**src/rtl/pokey_pkg.sv**
```systemverilog
// ============================================================================
// Module   : pokey_pkg
// Brief    : Shared types and default constants for the POKEY timer enables.
// Revision : 1.0 - initial release
// ============================================================================
`default_nettype none

package pokey_pkg;

    typedef enum logic [1:0] {
        ST_IDLE  = 2'd0,
        ST_FLUSH = 2'd1,
        ST_RUN   = 2'd2
    } sched_state_e;

    localparam int c_DIV64_DEFAULT     = 28;
    localparam int c_DIV15_DEFAULT     = 114;
    localparam int c_FLUSH_LEN_DEFAULT = 4;

endpackage

`default_nettype wire

```
**src/rtl/pokey_prescaler.sv**
```systemverilog
// ============================================================================
// Module   : pokey_prescaler
// Brief    : 7-bit tick prescaler with wrap compare and a registered strobe.
// Revision : 1.0 - initial release
// ============================================================================
`default_nettype none

module pokey_prescaler #(
    parameter int DIV = 28
) (
    input  logic clk,
    input  logic sync_reset,
    input  logic clear,
    input  logic tick,
    output logic wrap,
    output logic strobe
);

    localparam logic [6:0] c_LAST = 7'(DIV - 1);

    logic [6:0] r_cnt;
    logic       r_strobe;

    assign wrap   = tick && !clear && (r_cnt == c_LAST);
    assign strobe = r_strobe;

    always_ff @(posedge clk) begin
        if (sync_reset || clear) begin
            r_cnt    <= 7'd0;
            r_strobe <= 1'b0;
        end else begin
            if (tick) begin
                r_cnt <= wrap ? 7'd0 : r_cnt + 7'd1;
            end
            r_strobe <= wrap;
        end
    end

endmodule

`default_nettype wire

```
**src/rtl/pokey_enable_sched.sv**
```systemverilog
// ============================================================================
// Module   : pokey_enable_sched
// Brief    : Channel enable scheduler: flush/restart FSM plus 64k/15k bases.
//            Optional flush_done pulse when POKEY_SCHED_DONE_EN is defined.
// Revision : 1.0 - initial release
// ============================================================================
`default_nettype none

module pokey_enable_sched
    import pokey_pkg::*;
#(
    parameter int DIV64     = c_DIV64_DEFAULT,
    parameter int DIV15     = c_DIV15_DEFAULT,
    parameter int FLUSH_LEN = c_FLUSH_LEN_DEFAULT
) (
    input  logic       clk,
    input  logic       sync_reset,
    input  logic       clk_en_in,
    input  logic       base_15k,
    input  logic [3:0] ch_fast,
    input  logic       stimer_wr,
    output logic [3:0] ch_enable,
    output logic       base_strobe,
    output logic       dl_sync_reset,
    output logic       busy
`ifdef POKEY_SCHED_DONE_EN
    ,
    output logic       flush_done
`endif
);

    localparam logic [3:0] c_FLUSH_LAST = 4'(FLUSH_LEN - 1);

    sched_state_e r_state, w_state_nxt;
    logic [3:0]   r_fcnt, w_fcnt_nxt;
    logic         r_sel;
    logic         r_sel_q;
    logic [3:0]   r_ch_en;
    logic         w_clear;
    logic         w_wrap64, w_wrap15;
    logic         w_stb64, w_stb15;
    logic         w_base_nxt;

    // Prescalers only count in RUN and are zeroed in the cycle a restart is seen.
    assign w_clear    = (r_state != ST_RUN) || stimer_wr;
    assign w_base_nxt = r_sel ? w_wrap15 : w_wrap64;

    pokey_prescaler #(.DIV(DIV64)) u_pre64 (
        .clk        (clk),
        .sync_reset (sync_reset),
        .clear      (w_clear),
        .tick       (clk_en_in),
        .wrap       (w_wrap64),
        .strobe     (w_stb64)
    );

    pokey_prescaler #(.DIV(DIV15)) u_pre15 (
        .clk        (clk),
        .sync_reset (sync_reset),
        .clear      (w_clear),
        .tick       (clk_en_in),
        .wrap       (w_wrap15),
        .strobe     (w_stb15)
    );

    always_comb begin
        w_state_nxt = r_state;
        w_fcnt_nxt  = r_fcnt;
        case (r_state)
            ST_IDLE: begin
                w_state_nxt = ST_FLUSH;
                w_fcnt_nxt  = 4'd0;
            end
            ST_FLUSH: begin
                if (stimer_wr) begin
                    w_fcnt_nxt = 4'd0;
                end else if (r_fcnt == c_FLUSH_LAST) begin
                    w_state_nxt = ST_RUN;
                end else begin
                    w_fcnt_nxt = r_fcnt + 4'd1;
                end
            end
            ST_RUN: begin
                if (stimer_wr) begin
                    w_state_nxt = ST_FLUSH;
                    w_fcnt_nxt  = 4'd0;
                end
            end
            default: w_state_nxt = ST_IDLE;
        endcase
    end

    always_ff @(posedge clk) begin
        if (sync_reset) begin
            r_state <= ST_IDLE;
            r_fcnt  <= 4'd0;
            r_sel   <= 1'b0;
            r_sel_q <= 1'b0;
            r_ch_en <= 4'd0;
        end else begin
            r_state <= w_state_nxt;
            r_fcnt  <= w_fcnt_nxt;
            // Base selection only switches on the selected prescaler's wrap while running.
            if (w_clear || w_base_nxt) begin
                r_sel <= base_15k;
            end
            r_sel_q <= r_sel;
            r_ch_en <= (ch_fast & {4{clk_en_in && !w_clear}}) |
                       (~ch_fast & {4{w_base_nxt}});
        end
    end

    assign base_strobe   = r_sel_q ? w_stb15 : w_stb64;
    assign ch_enable     = r_ch_en;
    assign dl_sync_reset = (r_state == ST_FLUSH);
    assign busy          = (r_state != ST_RUN);

`ifdef POKEY_SCHED_DONE_EN
    logic r_done;

    always_ff @(posedge clk) begin
        if (sync_reset) begin
            r_done <= 1'b0;
        end else begin
            r_done <= (r_state == ST_FLUSH) && (w_state_nxt == ST_RUN);
        end
    end

    assign flush_done = r_done;
`endif

endmodule

`default_nettype wire

```
**config.mk**
```make
export PLATFORM = sky130hd
export DESIGN_NAME = pokey_enable_sched
export DESIGN_NICKNAME = d
export VERILOG_FILES = /design/src/rtl/pokey_pkg.sv /design/src/rtl/pokey_prescaler.sv /design/src/rtl/pokey_enable_sched.sv
export SDC_FILE = /design/constraint.sdc
export NUM_CORES = 1
export LEC_CHECK = 0
export ABC_AREA = 1
export ABC_CLOCK_PERIOD_IN_PS = 2400
export CORE_MARGIN = 3
export CORE_UTILIZATION = 50
export CTS_CLUSTER_SIZE = 25
export DETAILED_ROUTE_END_ITERATION = 7
export PLACE_DENSITY_LB_ADDON = 0.12
export SLEW_MARGIN = 30
export SYNTH_ARGS = -nofsm -noshare
export SYNTH_HDL_FRONTEND = slang
export SYNTH_SLANG_ARGS = --single-unit
```
**constraint.sdc**
```tcl
create_clock -name clk -period 2.4 [get_ports clk]
set_clock_uncertainty 0.2 [all_clocks]
set_input_delay 0.72 -clock clk [delete_from_list [all_inputs] [get_ports clk]]
set_output_delay 0.72 -clock clk [all_outputs]
set_load 0.005 [all_outputs]
```
==> results.cfg <==
[clocking]
htree_num_levels = 1
cts_tree = yes
cts_resized = 0
postCtsSetupBuffers = 0
clkLatencyLatePin_ps = 310
cts_root_buf = clkbuf_4
ctsHoldBuffers = 0
cts_buffers = 3
cts.clk_slew.worst_paths_ps = 140
cts.sinks = 28
cts_buffer_depth = 2

[timing]
setup_violations = 0
finalSetupTns_ps = 0
finalWorstSetupSlack_ps = 113
timing.final.crit_share_pct = 95.3
hold_viol = 0
fmax_mhz = 437
relSlewSlack_pct = 73.8
period_needed_ps = 2290
worst_slew_pin_slew_ps = 390
holdWs_ps = 273
rsz0062_at_grt = false
drv_slew = 0

[place]
placed_area_sq_mm = 0.00152
dp_hpwl_um = 1900
place_ws_ps = 50.6
io_buffers = 15
gp_congestion = 0.860

[routing]
routed_wl_um = 2400
post_drt_wl_per_cell_um = 10.6
via_per_inst = 5.18
firstDrtPassIters = 4
num_vias = 1170
drt_iter0_markers = 21
detail-route-antenna-nets = 0
drc = 0

[power_and_ir_drop]
switchingPower_mw = 0.181
power_frac_clock_pct = 24.1
max-vdd-ir-drop_mv = 0.302
p_int_mw = 0.582
p_leak_nw = 0.621
p_seq_share_pct = 63.4
power_mw = 0.764
p_comb_share_pct = 12.5
power_density_mw_per_mm2 = 492
switching_share_pct = 23.7

[synthesis]
synthFlopType = dfxtp_1
synth_top_area_cell = dfxtp_1
netlist.area_leader.share_pct = 43.5
synthArstFlopShare_pct = 0
yosys-top-cells-count = nand2_1, dfxtp_1, inv_1
syn_inst = 174
synth_fp_nets = 187
avgSynthCellArea_sq_um = 7.41
yosysSeqAreaShare_pct = 43.5
yosysMostFrequentCell = nand2_1
yosys_register_bits = 28
syn-cell-area_sq_mm = 0.00129
synth-edff-count = 0
synthTopCellsByArea = dfxtp_1, nand2_1, inv_1
synth_cell_types = 25
ys.warnings.count = 0

[die]
rows = 17
die_x_um = 56.8
dieArea_sq_mm = 0.00323
die_y_um = 56.8
floorplan.initialDensity_pct = 55.6
ios = 16
core_area_sq_mm = 0.00232

[critical_path]
cp_max_fo = 4
criticalPathCategory = register to output port
crit_path_end_kind = output port
required_ps = 1480
worstSetupStartpointType = register
cp.arrival_ps = 1370
r2r_slack_ps = 810

[finish]
syn2layout_area_growth_pct = 20.4
drive_above_1_share_pct = 9.09
nFillCells = 206
fin_nets = 213
regArea_sq_um = 562
fin_area_sq_mm = 0.00155
multiInputGateArea_sq_um = 638
antennaDiodeCount = 0

[grt]
grt_pass1_vias = 1101
grt_use_total_pct = 16.2
grt_pass1_wl_um = 4300
grt_antenna_before_repair = 0
grt_max_degree = 15
overflow = 0

[min_path]
worst_hold_path_type = register to register

[outcome]
outcome = finished clean

[run]
drv_cap = 0
==> cells by family (layout without fill, tap and decap cells) <==
| kind of cell | count (synthesis) | count (layout) | share of synthesized area [%] |
|---|---|---|---|
| simple gates | 89 | 89 | 31.7 |
| flops | 28 | 28 | 43.5 |
| buf+inv | 24 | 48 | 7.27 |
| compound gates | 23 | 23 | 9.31 |
| fa+ha+maj | 5 | 5 | 4.66 |
| xor+xnor | 4 | 4 | 2.72 |
| mux | 1 | 1 | 0.873 |
==> area by class of cell <==
cell class                 count  share of cell area [%]
multi-input combinational    122                    41.1
sequential                    28                    36.2
timing repair buffer          23                    13.7
inverter                      22                    5.32
tap                           28                    2.26
clock buffer                   3                    1.45
==> routing by layer <==
| metal | part of all wire [%] | global-route usage [%] | vias to the layer above | wire length, um |
|---|---|---|---|---|
| met1 | 47 | 20.2 | 540 | 1140 |
| met5 | 0 | 0 | - | 0 |
| met2 | 49 | 28.2 | 13 | 1180 |
| li1 | - | - | 615 | - |
| met4 | 0.71 | 5.96 | 0 | 17 |
| met3 | 2.7 | 2.07 | 2 | 66 |
==> flip-flops by register name, summed over array words and instances, names as in the netlist <==
register and cells:
u_pre64.r_cnt 7, u_pre15.r_cnt 7, r_sel 1, r_fcnt 4
u_pre15.strobe 1, r_state 2, u_pre64.strobe 1, ch_enable 4
r_sel_q 1
==> worst max-delay path: stages (launching register included) <==
cell             delay (ps)
dfxtp_2                 350
inv_1                    90
nor2_2                  110
clkdlybuf4s50_1         500
==> through the flow <==
stage	std cells	util, %
finish	226	67.0
global route	226	67.0
CTS	226	66.7
detailed placement	223	65.7
global placement	223	65.7
floorplan	174	-
==> cells in the final DEF, fill, tap and decap left out, types with 2 or more instances in the layout <==
cell | netlist | final
a21oi_1 | 13 | 13
buf_4 | 1 | 8
clkbuf_4 | 0 | 3
clkdlybuf4s50_1 | 0 | 14
dfxtp_1 | 28 | 27
ha_1 | 4 | 4
inv_1 | 22 | 22
nand2_1 | 35 | 35
nand3_1 | 14 | 14
nand3b_1 | 2 | 2
nand4_1 | 3 | 3
nor2_1 | 21 | 20
nor2_2 | 1 | 2
nor3_1 | 8 | 8
o21ai_0 | 8 | 8
xnor2_1 | 2 | 2
xor2_1 | 2 | 2
==> final timing paths <==
kind	endpoint	depth (start not counted)	from
setup reg to reg	r_fcnt[1]$_SDFFE_PP0P_	9	r_fcnt[1]$_SDFFE_PP0P_
setup / recovery	dl_sync_reset	3	r_state[0]$_SDFFE_PP0P_
hold reg to reg	u_pre15.r_cnt[5]$_SDFFE_PP0P_	2	u_pre15.r_cnt[5]$_SDFFE_PP0P_
hold / removal	u_pre15.r_cnt[5]$_SDFFE_PP0P_	2	u_pre15.r_cnt[5]$_SDFFE_PP0P_
==> power groups by stage <==
| stage | sequential, mW | combinational (mW) | clock, mW |
|---|---|---|---|
| after floorplan | 0.493 | 0.0509 | 0 |
| after CTS | 0.484 | 0.0959 | 0.194 |
| after global placement | 0.493 | 0.0934 | 0 |
| after global routing | 0.486 | 0.107 | 0.210 |
| after detailed placement | 0.494 | 0.0953 | 0 |
| final | 0.484 | 0.0958 | 0.184 |
(Power assumes the default switching activity.)
